File: src/rtl/store_merge_buffer.sv
// Store buffer between MEM and the DCache write port: lane-aligns SB/SH/SW/SWL/SWR stores, queues them, forwards to loads.
// Optional merging of consecutive same-word stores is compiled in with `define STORE_BUF_MERGE_EN.
module store_merge_buffer #(
  parameter int DATA_WIDTH = 32,
  parameter int ADDR_WIDTH = 32,
  parameter int DEPTH      = 4
) (
  input  logic                    clk,
  input  logic                    rst,
  input  logic                    in_valid,
  output logic                    in_ready,
  input  logic [ADDR_WIDTH-1:0]   in_addr,
  input  logic [1:0]              in_size,
  input  logic [1:0]              in_lr,
  input  logic [31:0]             in_data,
  output logic                    out_valid,
  input  logic                    out_ready,
  output logic [ADDR_WIDTH-1:0]   out_addr,
  output logic [DATA_WIDTH/8-1:0] out_wen,
  output logic [DATA_WIDTH-1:0]   out_data,
  input  logic [ADDR_WIDTH-1:0]   ld_addr,
  output logic [DATA_WIDTH/8-1:0] fwd_wen,
  output logic [DATA_WIDTH-1:0]   fwd_data,
  output logic                    empty
);
  localparam int BE    = DATA_WIDTH / 8;
  localparam int OFF   = $clog2(BE);
  localparam int PTR_W = $clog2(DEPTH);
  localparam int CNT_W = PTR_W + 1;
  localparam logic [ADDR_WIDTH-1:0] ALIGN_MASK = ~ADDR_WIDTH'(BE - 1);

  // Handshakes: a transfer happens on a rising edge where valid && ready; the
  // source holds its payload stable while valid && !ready.

  logic [PTR_W-1:0]      head_ptr, tail_ptr;
  logic [CNT_W-1:0]      count;
  logic [DEPTH-1:0]      ent_valid;
  logic [ADDR_WIDTH-1:0] ent_addr [DEPTH];
  logic [BE-1:0]         ent_wen  [DEPTH];
  logic [DATA_WIDTH-1:0] ent_data [DEPTH];

  logic [1:0]            b;
  logic [OFF-1:0]        wsel;
  logic [3:0]            wen4;
  logic [31:0]           d32, d32_m;
  logic                  discard;
  logic [BE-1:0]         new_wen;
  logic [DATA_WIDTH-1:0] new_data;
  logic [ADDR_WIDTH-1:0] in_aligned, ld_aligned;
  logic                  merge_hit, accept, alloc, merge, deq;

  assign b          = in_addr[1:0];
  assign wsel       = in_addr[OFF-1:0] >> 2;
  assign in_aligned = in_addr & ALIGN_MASK;
  assign ld_aligned = ld_addr & ALIGN_MASK;

  // Build the 4-byte pattern for the addressed word, lr first, then size.
  always_comb begin
    wen4    = 4'b0000;
    d32     = in_data;
    discard = 1'b0;
    if (in_lr == 2'b10) begin
      wen4 = 4'b1111 >> (~b);
      d32  = in_data >> {~b, 3'b000};
    end else if (in_lr == 2'b01) begin
      wen4 = 4'b1111 << b;
      d32  = in_data << {b, 3'b000};
    end else begin
      case (in_size)
        2'b00: wen4 = 4'b1111;
        2'b01: begin
          wen4 = b[1] ? 4'b1100 : 4'b0011;
          d32  = {2{in_data[15:0]}};
        end
        2'b10: begin
          wen4 = 4'b0001 << b;
          d32  = {4{in_data[7:0]}};
        end
        default: discard = 1'b1;
      endcase
    end
    for (int l = 0; l < 4; l++) d32_m[8*l +: 8] = wen4[l] ? d32[8*l +: 8] : 8'h00;
  end

  assign new_wen  = BE'(wen4) << {wsel, 2'b00};
  assign new_data = DATA_WIDTH'(d32_m) << {wsel, 5'b00000};

`ifdef STORE_BUF_MERGE_EN
  logic [PTR_W-1:0] youngest;
  assign youngest  = tail_ptr - PTR_W'(1);
  // The head may be mid-handshake with the DCache, so it is never modified.
  assign merge_hit = !discard && (count != '0) && ent_valid[youngest] &&
                     (ent_addr[youngest] == in_aligned) &&
                     !((youngest == head_ptr) && out_valid);
`else
  assign merge_hit = 1'b0;
`endif

  assign in_ready  = !rst && ((count < CNT_W'(DEPTH)) || merge_hit);
  assign accept    = in_valid && in_ready;
  assign alloc     = accept && !discard && !merge_hit;
  assign merge     = accept && merge_hit;
  assign out_valid = (count != '0);
  assign deq       = out_valid && out_ready;
  assign empty     = (count == '0);

  assign out_addr  = out_valid ? ent_addr[head_ptr] : '0;
  assign out_wen   = out_valid ? ent_wen[head_ptr]  : '0;
  assign out_data  = out_valid ? ent_data[head_ptr] : '0;

  always_ff @(posedge clk or posedge rst) begin
    if (rst) begin
      head_ptr  <= '0;
      tail_ptr  <= '0;
      count     <= '0;
      ent_valid <= '0;
    end else begin
      if (deq) begin
        ent_valid[head_ptr] <= 1'b0;
        head_ptr            <= head_ptr + PTR_W'(1);
      end
      if (alloc) begin
        ent_valid[tail_ptr] <= 1'b1;
        tail_ptr            <= tail_ptr + PTR_W'(1);
      end
      count <= count + CNT_W'(alloc) - CNT_W'(deq);
    end
  end

  // Payload storage is qualified by ent_valid, so it needs no reset.
  always_ff @(posedge clk) begin
    if (alloc) begin
      ent_addr[tail_ptr] <= in_aligned;
      ent_wen[tail_ptr]  <= new_wen;
      ent_data[tail_ptr] <= new_data;
    end
`ifdef STORE_BUF_MERGE_EN
    else if (merge) begin
      ent_wen[youngest] <= ent_wen[youngest] | new_wen;
      for (int l = 0; l < BE; l++)
        if (new_wen[l]) ent_data[youngest][8*l +: 8] <= new_data[8*l +: 8];
    end
`endif
  end

  // Walk oldest to youngest so younger entries overwrite older bytes.
  always_comb begin
    logic [PTR_W-1:0] idx;
    fwd_wen  = '0;
    fwd_data = '0;
    idx      = head_ptr;
    for (int i = 0; i < DEPTH; i++) begin
      idx = head_ptr + PTR_W'(i);
      if (ent_valid[idx] && (ent_addr[idx] == ld_aligned)) begin
        for (int l = 0; l < BE; l++) begin
          if (ent_wen[idx][l]) begin
            fwd_wen[l]         = 1'b1;
            fwd_data[8*l +: 8] = ent_data[idx][8*l +: 8];
          end
        end
      end
    end
  end

`ifndef STORE_BUF_MERGE_EN
  logic unused_merge;
  assign unused_merge = merge;
`endif

endmodule

File: config.mk
export PLATFORM = sky130hd
export DESIGN_NAME = store_merge_buffer
export DESIGN_NICKNAME = d
export VERILOG_FILES = /design/src/rtl/store_merge_buffer.sv
export SDC_FILE = /design/constraint.sdc
export NUM_CORES = 1
export LEC_CHECK = 0
export ABC_AREA = 1
export CAP_MARGIN = 15
export CORE_MARGIN = 2
export CORE_UTILIZATION = 25
export DETAILED_ROUTE_END_ITERATION = 8
export HOLD_SLACK_MARGIN = 0.15
export SYNTH_ARGS = -nofsm -noshare
export SYNTH_HDL_FRONTEND = slang
export SYNTH_SLANG_ARGS = --single-unit
File: constraint.sdc
create_clock -name clk -period 5.4 [get_ports clk]
set_input_delay 0.81 -clock clk [delete_from_list [all_inputs] [get_ports clk]]
set_output_delay 0.81 -clock clk [all_outputs]
set_load 0.01 [all_outputs]
==> impl_metrics.json, run 1 <==
{
  "ys.flop_type": "edfxtp_1",
  "wire_per_inst_microns": 17.9,
  "fin_skew_ns": 0.0201,
  "drive_gt1_share_pct": 4.48,
  "cp-end-kind": "output pin",
  "crit_arrival_ns": 4.42,
  "layout.nets": 3283,
  "core_area_sq_mm": 0.0818,
  "synth_seq_cells": 275,
  "hold_viol": 0,
  "avgSynthCellArea_sq_um": 6.80,
  "finalCritPeriodShare_pct": 96.9,
  "drc_errors": 0,
  "yosysUniqueCellTypes": 48,
  "via_per_inst": 4.90,
  "start_util_pct": 25.2,
  "vias": 20900,
  "clkLatencyLatePin_ns": 0.54,
  "drtIter0Drc": 1914,
  "routabilityCongestion": 0.951,
  "cp.required_ns": 4.59,
  "synth-edff-count": 264,
  "dp_hpwl_mm": 51.6,
  "cts-root-buf": "clkbuf_16",
  "grt_overflow": 0,
  "clock_sinks": 275,
  "numCtsBuffers": 36,
  "finalCriticalPeriod_ns": 5.23,
  "synth_top_area_share_pct": 38.5,
  "async_flop_share_pct": 4.00,
  "grt_pass1_wl_mm": 113,
  "port_buffers": 206,
  "synthCells": 3028,
  "syn_area_sq_mm": 0.0206,
  "start_kind": "register",
  "layout_common_cells": "nand2_1 (1197), nand3_1 (436), inv_1 (264), edfxtp_1 (264), o21ai_0 (247)",
  "max_slew.worst_pin.slew_ns": 1.11,
  "relSlewSlack_pct": 25.6,
  "die_h_microns": 291,
  "cts_tree": "yes",
  "syn2layout_area_growth_pct": 21.0,
  "rsz0062_at_grt": "false",
  "synth_area_leader_cell": "edfxtp_1",
  "dieArea_sq_mm": 0.0847,
  "powerDensity_mw_per_mm2": 543,
  "core.rowCount": 105,
  "setup_violations": 0,
  "final_common_cell": "nand2_1",
  "ys_warn_count": 0,
  "n_fill_cell": 8850,
  "htree_levels": 2,
  "ant_nets": 0,
  "path_max_fanout": 35,
  "hp-class": "register to register",
  "worstSetupPathType": "register to output pin",
  "num_io_pins": 211,
  "hold_buffers": 0,
  "clk_pin_slew_ns": 0.06,
  "p_leak_nw": 11.2,
  "status": "complete, no violations",
  "grt_usage_pct": 17.3,
  "antenna_found_initial": 3,
  "dpl_cell_area_sq_mm": 0.0236,
  "totalWireLength_mm": 76.3,
  "cts_buffer_depth": 3,
  "grt_pass1_vias": 18800,
  "drv_slew": 0,
  "fin_total_pwr_w": 0.0135,
  "grt_max_degree": 183,
  "design_area_sq_mm": 0.0249,
  "cap_violations": 0,
  "ir_drop_v": 0.000390,
  "dr.pass1.iters": 6,
  "ys_seq_area_share_pct": 39.8,
  "fmax_ghz": 0.191,
  "synth.area.top_cells": "edfxtp_1 (38%), nand2_1 (22%), nand3_1 (11%)",
  "die_x_microns": 291,
  "final_util_pct": 30.5,
  "fin_setup_tns_ns": 0
}
## cells by family after synthesis
logic type | count (synthesis) | share of synthesized area [%]
flip-flops | 275 | 39.8
buffers and inverters | 433 | 9.14
multiplexers | 1 | 0.0486
XOR/XNOR | 11 | 0.468
other | 1 | 0.0182
adder cells (fa/ha/maj) | 15 | 0.948
AO/OA/AOI/OAI | 433 | 11.9
AND/OR/NAND/NOR | 1859 | 37.7
## report_power, final
group / switching (W) / leakage [nW] / internal, W / total, W
logic: 0.00590 / 8.09 / 0.00279 / 0.00869
registers: 0.0000840 / 2.54 / 0.00254 / 0.00263
clock network: 0.000934 / 0.532 / 0.00130 / 0.00223
## synth_stat cells, types with 14 or more instances
cell and number:
buf_6 20, buf_4 15, nand2_1 1201, buf_2 35, o21bai_1 32, a21oi_1 68, ha_1 14, o21ai_0 247
edfxtp_1 264, buf_1 17, nand3_1 436, nor3_1 16, clkbuf_1 68, o211ai_1 24, o21ai_1 17, inv_1 264
nor2_1 167
## metrics by stage
step,setup slack [ns],hold slack [ns],instances
6_report,0.170,0.510,4261
5_1_grt,0.00614,0.568,4261
4_1_cts,-0.00727,0.523,4254
3_5_place_dp,0.171,0.509,4189
3_3_place_gp,0.187,0.494,4189
2_1_floorplan,0.499,0.473,3029
## layer usage
metal  GRT usage [%]  share of wire, %  vias to the layer above  routed length (microns)
met2            28.7                46                      891                    35300
met4            5.37               2.4                        2                     1810
met3            3.00               8.4                      110                     6430
met1            22.9                43                     9593                    32800
li1                -                 -                    10300                        -
met5               0             0.017                        -                       13
## registers in the layout, indices dropped and copies added, names as in the netlist
name / count
head_ptr: 2
ent_addr: 120
count: 3
ent_wen: 16
tail_ptr: 2
ent_valid: 4
ent_data: 128
## critical path: stages, from the launching register on
cell	delay, ns
dfrtp_4	0.48
clkinv_8	0.17
ha_4	0.47
buf_4	0.19
clkbuf_16	0.23
nand3_1	0.10
nand2_1	0.10
xor2_1	0.28
nand2_1	0.09
nor2_1	0.10
nand2_1	0.10
nor2_4	0.13
buf_12	0.16
nand3_4	0.23
o21bai_1	0.24
nand2_1	0.20
clkdlybuf4s50_1	0.58
## final cells by class
type | count | area (sq um) | share of cell area (%)
Clock inverter | 21 | 133 | 0.532
Inverter | 278 | 1070 | 4.31
Sequential cell | 275 | 8210 | 32.9
Clock buffer | 43 | 948 | 3.80
Antenna cell | 1 | 2.50 | 0.0100
Timing Repair Buffer | 252 | 2590 | 10.4
Tap cell | 1070 | 1340 | 5.37
Multi-Input combinational cell | 2321 | 10600 | 42.6
## path summary, 6_finish.rpt
| kind | startpoint | slack [ns] | endpoint | cells after the start |
|---|---|---|---|---|
| min reg2reg | ent_valid[1] | 0.51 | ent_valid[1] | 2 |
| max | head_ptr[0] | 0.17 | fwd_data[1] | 16 |
| min | ent_valid[1] | 0.51 | ent_valid[1] | 2 |
| max in group asynchronous | rst | 4.45 | head_ptr[1] | 2 |
| max reg2reg | count[1] | 2.61 | count[2] | 11 |
| min in group asynchronous | rst | 0.60 | count[1] | 2 |
## what timing repair did
| action | 4_1_cts | 5_1_grt |
|---|---|---|
| endpoints found under the hold margin | 0 | 0 |
| resized for setup | 7 | 17 |
| pin swaps | 0 | 3 |
| buffers inserted | 0 | 3 |
| cloned | 1 | 2 |
| setup endpoints to repair | 36 | 33 |
Note: power is estimated with default switching activity, not from simulation.
==> run 2, diff against run 1 <==
GPL_TIMING_DRIVEN = 0   (was default)
==> run 2 against run 1 <==
Clock power increased by 5%. Non-clock buffer count rose by 123. Clock skew increased by 0.0024 ns. Worst hold slack better by 0.014 ns. Register-to-register slack worse by 0.35 ns. Sequential cell count unchanged. Via count rose by 7.3%. Combinational power rose by 17%. Power up 12%. Utilization rose by 1.1 points. Wire length is 23% higher.
==> impl_metrics.json, run 2 (synthesis gave the netlist of run 1 again) <==
{
  "regMostFlops": "ent_data",
  "drc_errors": 0,
  "drtIter0Drc": 2633,
  "numCtsBuffers": 34,
  "layout.nets": 3404,
  "largest_reg_flops": 128,
  "start_util_pct": 25.2,
  "finalCritPeriodShare_pct": 99.2,
  "power_frac_clock_pct": 15.5,
  "totalWireLength_mm": 93.7,
  "power_frac_seq_pct": 17.4,
  "setup_violations": 0,
  "dp_hpwl_mm": 71.2,
  "die_x_microns": 291,
  "grt_usage_pct": 21.5,
  "reg_top3": "ent_data: 128 flops, ent_addr: 120 flops, ent_wen: 16 flops",
  "core.rowCount": 105,
  "cp-end-kind": "output pin",
  "cts_buffer_depth": 3,
  "final_common_cell": "nand2_1",
  "drv_slew": 0,
  "antenna_found_initial": 2,
  "core_area_sq_mm": 0.0818,
  "pwr-share-comb_pct": 67.1,
  "drive_gt1_share_pct": 6.31,
  "htree_levels": 2,
  "fin_skew_ns": 0.0225,
  "p_leak_nw": 12.0,
  "ant_nets": 0,
  "status": "complete, no violations",
  "grt_pass1_wl_mm": 137,
  "swShare_pct": 53.3,
  "max_slew.worst_pin.slew_ns": 1.10,
  "dr.pass1.iters": 9,
  "internal_power_w": 0.00707,
  "port_buffers": 205,
  "finalCriticalPeriod_ns": 5.35,
  "powerDensity_mw_per_mm2": 586,
  "cts_tree": "yes",
  "final_util_pct": 31.6,
  "worstSetupPathType": "register to output pin",
  "hp-class": "register to register",
  "vias": 22400,
  "routabilityCongestion": 1.04,
  "cap_violations": 0,
  "grt_pass1_vias": 21000,
  "cp.required_ns": 4.59,
  "place_ws_ns": -2.24,
  "hold_viol": 0,
  "ir_drop_v": 0.000325,
  "via_per_inst": 5.11,
  "clock_sinks": 275,
  "n_fill_cell": 8808,
  "grt_max_degree": 27,
  "antennaDiodeCount": 0,
  "dieArea_sq_mm": 0.0847,
  "crit_arrival_ns": 4.54,
  "start_kind": "register",
  "syn2layout_area_growth_pct": 25.5,
  "setup_slack_ns": 0.0453,
  "fin_setup_tns_ns": 0,
  "path_max_fanout": 19,
  "cts-root-buf": "clkbuf_16",
  "fin_total_pwr_w": 0.0152,
  "clkLatencyLatePin_ns": 0.57,
  "num_io_pins": 211,
  "wire_per_inst_microns": 21.4,
  "layout_common_cells": "nand2_1 (1197), nand3_1 (436), inv_1 (264), edfxtp_1 (264), o21ai_0 (247)",
  "p_switching_w": 0.00808,
  "relSlewSlack_pct": 26.0,
  "grt_overflow": 0,
  "die_h_microns": 291,
  "fmax_ghz": 0.187,
  "clk_pin_slew_ns": 0.06
}
## run 2: cell types whose count changed in the layout (fill, tap and decap cells not counted), sizes merged
cell,delta
buf,+61
bufbuf,+2
bufinv,+3
clkbuf,+60
clkdlybuf4s50,-26
clkinv,-8
clkinvlp,+2
diode,-1
dlygate4sd2,+1
dlymetal6s2s,+24
inv,+2
## run 2: stage by stage
step                      hold slack (ns)  std cells  instance area [sq um]
after global placement              0.498       4304                  24000
after detailed placement            0.513       4315                  24300
final                               0.524       4381                  25800
after CTS                           0.528       4378                  25700
after floorplan                     0.473       3029                  20600
after global routing                0.577       4381                  25800
## run 2: layer usage
layer / track usage, % / vias up / share of wire [%]
met3: 4.17 / 219 / 10
met4: 7.54 / 2 / 3.8
met5: 0 / - / 0.0075
met1: 27.2 / 10300 / 39
met2: 36.3 / 1325 / 47
li1: - / 10500 / -
## run 2: final timing paths
kind                        startpoint      endpoint  slack, ns  depth (start not counted)
max                        head_ptr[0]  fwd_data[12]       0.05                         18
min                           count[0]      count[0]       0.52                          1
max in group asynchronous          rst   head_ptr[1]       4.48                          2
min reg2reg                   count[0]      count[0]       0.52                          1
min in group asynchronous          rst   tail_ptr[0]       0.57                          2
max reg2reg                head_ptr[0]   head_ptr[1]       2.26                         11
## run 2: critical path: stages, from the launching register on
cell and delay [ns]:
dfrtp_1 0.42, buf_8 0.18, inv_16 0.08, buf_16 0.17
ha_4 0.34, buf_6 0.19, buf_6 0.19, nand3_1 0.12
nand3_1 0.15, nand4_1 0.20, nor3_1 0.22, nand2_1 0.14
nor2_4 0.13, buf_12 0.15, nand3_4 0.14, buf_2 0.24
o21bai_1 0.18, nand2_1 0.13, clkdlybuf4s50_1 0.55
## run 2: final cells by class
cell class                 count  area, sq um  share of cell area, %
multi-input combinational   2321        10600                   41.2
clock inverter                20          251                  0.973
tap                         1070         1340                   5.18
timing repair buffer         226         2510                   9.71
inverter                     278         1060                   4.12
buffer                       149          956                   3.70
clock buffer                  42          881                   3.41
sequential                   275         8200                   31.7
## run 2: power groups by stage
stage	clock network [W]	registers (W)	logic [W]
floorplan	0	0.00265	0.00553
global placement	0	0.00270	0.00947
detailed placement	0	0.00267	0.00953
CTS	0.00238	0.00263	0.00985
global route	0.00247	0.00264	0.0109
finish	0.00235	0.00263	0.0102
## run 2: repair_timing
item	CTS	global route
gates cloned	2	0
hold endpoints to repair	0	0
hold buffers	0	0
buffers inserted	4	4
setup endpoints to repair	37	36
gates resized for setup	60	60
pin swaps	3	0
==> run 3, diff against run 2 <==
CTS_CLUSTER_SIZE = 20   (was default)
clock period = 6.7 ns   (was 5.4 ns; I/O delays follow)
==> run 3 against run 2 <==
First-iteration DRC count rose by 0.80%. Power fell by 21%. Count of clock-buffer cells in the layout did not move. Worst hold slack got worse by 0.00084 ns. Via count fell by 0.61%. Register-to-register slack improved by 0.20 ns. Combinational power fell by 22%. Critical path type unchanged. Critical endpoint is now fwd_data[1]. Largest power group unchanged.
==> impl_metrics.json, run 3 (synthesis gave the netlist of run 1 again) <==
{
  "final_util_pct": 31.1,
  "power_frac_seq_pct": 17.8,
  "drtIter0Drc": 2654,
  "relSlewSlack_pct": 25.9,
  "drv_slew": 0,
  "core.rowCount": 105,
  "r2r_slack_ns": 2.46,
  "ir_drop_v": 0.000245,
  "antennaDiodeCount": 0,
  "ant_nets": 0,
  "core_area_sq_mm": 0.0818,
  "p_switching_w": 0.00642,
  "hold_viol": 0,
  "endpoint": "fwd_data[1]",
  "dp_hpwl_mm": 71.2,
  "p_leak_nw": 11.4,
  "grt_overflow": 0,
  "largest_reg_flops": 128,
  "cts-root-buf": "clkbuf_16",
  "start_kind": "register",
  "start_util_pct": 25.2,
  "crit_start": "head_ptr[1]",
  "numCtsBuffers": 34,
  "fin_skew_ns": 0.0209,
  "regMostFlops": "ent_data",
  "r2r_start": "head_ptr[1]",
  "rsz0062_at_grt": "false",
  "final_common_cell": "nand2_1",
  "finalCriticalPeriod_ns": 6.53,
  "grt_usage_pct": 21.3,
  "status": "complete, no violations",
  "ff2ff_path_depth": 11,
  "dieArea_sq_mm": 0.0847,
  "totalWireLength_mm": 93.1,
  "place_ws_ns": -1.13,
  "hold_buffers": 0,
  "max_slew.worst_pin.slew_ns": 1.10,
  "power_frac_clock_pct": 15.9,
  "setup_violations": 0,
  "drc_errors": 0,
  "cap_violations": 0,
  "port_buffers": 205,
  "die_h_microns": 291,
  "fmax_ghz": 0.153,
  "vias": 22300,
  "clk_pin_slew_ns": 0.06,
  "grt_pass1_vias": 20900,
  "syn2layout_area_growth_pct": 23.4,
  "path_max_fanout": 28,
  "swShare_pct": 53.9,
  "drive_gt1_share_pct": 5.33,
  "reg_top3": "ent_data: 128 flops, ent_addr: 120 flops, ent_wen: 16 flops",
  "cts_tree": "yes",
  "clkLatencyLatePin_ns": 0.57,
  "cp-end-kind": "output pin",
  "layout.nets": 3397,
  "n_fill_cell": 8839,
  "dr.pass1.iters": 6,
  "finalCritPeriodShare_pct": 97.4,
  "crit_arrival_ns": 5.52,
  "reg2reg_to": "head_ptr[1]",
  "antenna_found_initial": 1,
  "htree_levels": 2,
  "routabilityCongestion": 1.04,
  "cts_buffer_depth": 3,
  "die_x_microns": 291,
  "setup_slack_ns": 0.175,
  "hp-class": "register to register",
  "worstSetupPathType": "register to output pin",
  "internal_power_w": 0.00550,
  "num_io_pins": 211,
  "cp.required_ns": 5.69,
  "pwr-share-comb_pct": 66.4,
  "wire_per_inst_microns": 21.3,
  "layout_common_cells": "nand2_1 (1201), nand3_1 (436), inv_1 (264), edfxtp_1 (264), o21ai_0 (247)",
  "clock_sinks": 275,
  "powerDensity_mw_per_mm2": 469,
  "grt_pass1_wl_mm": 136,
  "grt_max_degree": 30,
  "via_per_inst": 5.09
}
-- run 3: cell types whose count changed in the layout (fill, tap and decap cells not counted), moves of 6 or more --
cell | previous run | this run
clkdlybuf4s50_1 | 180 | 205
buf_2 | 24 | 30
buf_6 | 28 | 20
clkbuf_1 | 61 | 71
clkbuf_2 | 9 | 2
dlymetal6s2s_1 | 24 | 0
-- run 3: area by class of cell --
type,count,area (sq um),share of cell area [%]
multi-input combinational,2321,10600,41.5
clock inverter,20,251,0.989
tap,1070,1340,5.26
clock buffer,42,881,3.46
sequential,275,8200,32.3
buffer,151,840,3.30
timing repair buffer,217,2310,9.08
inverter,278,1050,4.13
-- run 3: routing by layer --
layer	wire, microns	track usage [%]
met5	7	0
met4	3590	7.80
met3	8880	4.12
met2	43200	35.8
met1	37400	27.2
-- run 3: power groups by stage --
stage          registers (W)  clock network, W  logic, W
2_1_floorplan        0.00214                 0   0.00445
3_3_place_gp         0.00217                 0   0.00764
3_5_place_dp         0.00215                 0   0.00768
4_1_cts              0.00212           0.00192   0.00771
5_1_grt              0.00213           0.00199   0.00852
6_report             0.00212           0.00189   0.00792
-- run 3: worst min path at each step --
stage | slack, ns | endpoint | depth (start not counted) | startpoint
detailed placement | 0.51 | count[0] | 1 | count[0]
floorplan | 0.47 | ent_valid[0] | 2 | ent_valid[0]
global route | 0.58 | count[0] | 1 | count[0]
global placement | 0.50 | count[0] | 1 | count[0]
finish | 0.52 | count[0] | 1 | count[0]
CTS | 0.53 | count[0] | 1 | count[0]
-- run 3: per-stage QoR --
| stage | hold WS, ns | power (W) | cells | setup TNS [ns] | instance area [sq um] |
|---|---|---|---|---|---|
| after floorplan | 0.473 | 0.00659 | 3029 | 0 | 20600 |
| after global placement | 0.498 | 0.00981 | 4304 | -657.26 | 24000 |
| after detailed placement | 0.513 | 0.00983 | 4315 | -37.48 | 24300 |
| after CTS | 0.528 | 0.0117 | 4373 | 0 | 25400 |
| after global routing | 0.577 | 0.0126 | 4374 | 0 | 25400 |
| final | 0.523 | 0.0119 | 4374 | 0 | 25400 |
-- run 3: critical path, stage by stage, from the launching register on --
cell and delay (ns):
dfrtp_1 0.44, inv_2 0.21, buf_8 0.30, clkbuf_4 0.32, ha_1 0.36, inv_2 0.15, buf_4 0.24, buf_2 0.37
nand3_1 0.16, nand3_1 0.12, nand2_1 0.06, nor2_1 0.16, nand2_1 0.07, nor2_1 0.17, nand2_1 0.14, nor2_4 0.15
buf_12 0.15, buf_2 0.25, nand3_1 0.10, nand2_1 0.09, inv_1 0.04, nand2_1 0.05, nand2_1 0.06, nand2_1 0.19
clkdlybuf4s50_1 0.59
-- run 3: what timing repair did --
item / 4_1_cts / 5_1_grt
gates resized for setup: 8 / 4
setup endpoints to repair: 36 / 36
buffers inserted: 0 / 1
pin swaps: 0 / 1
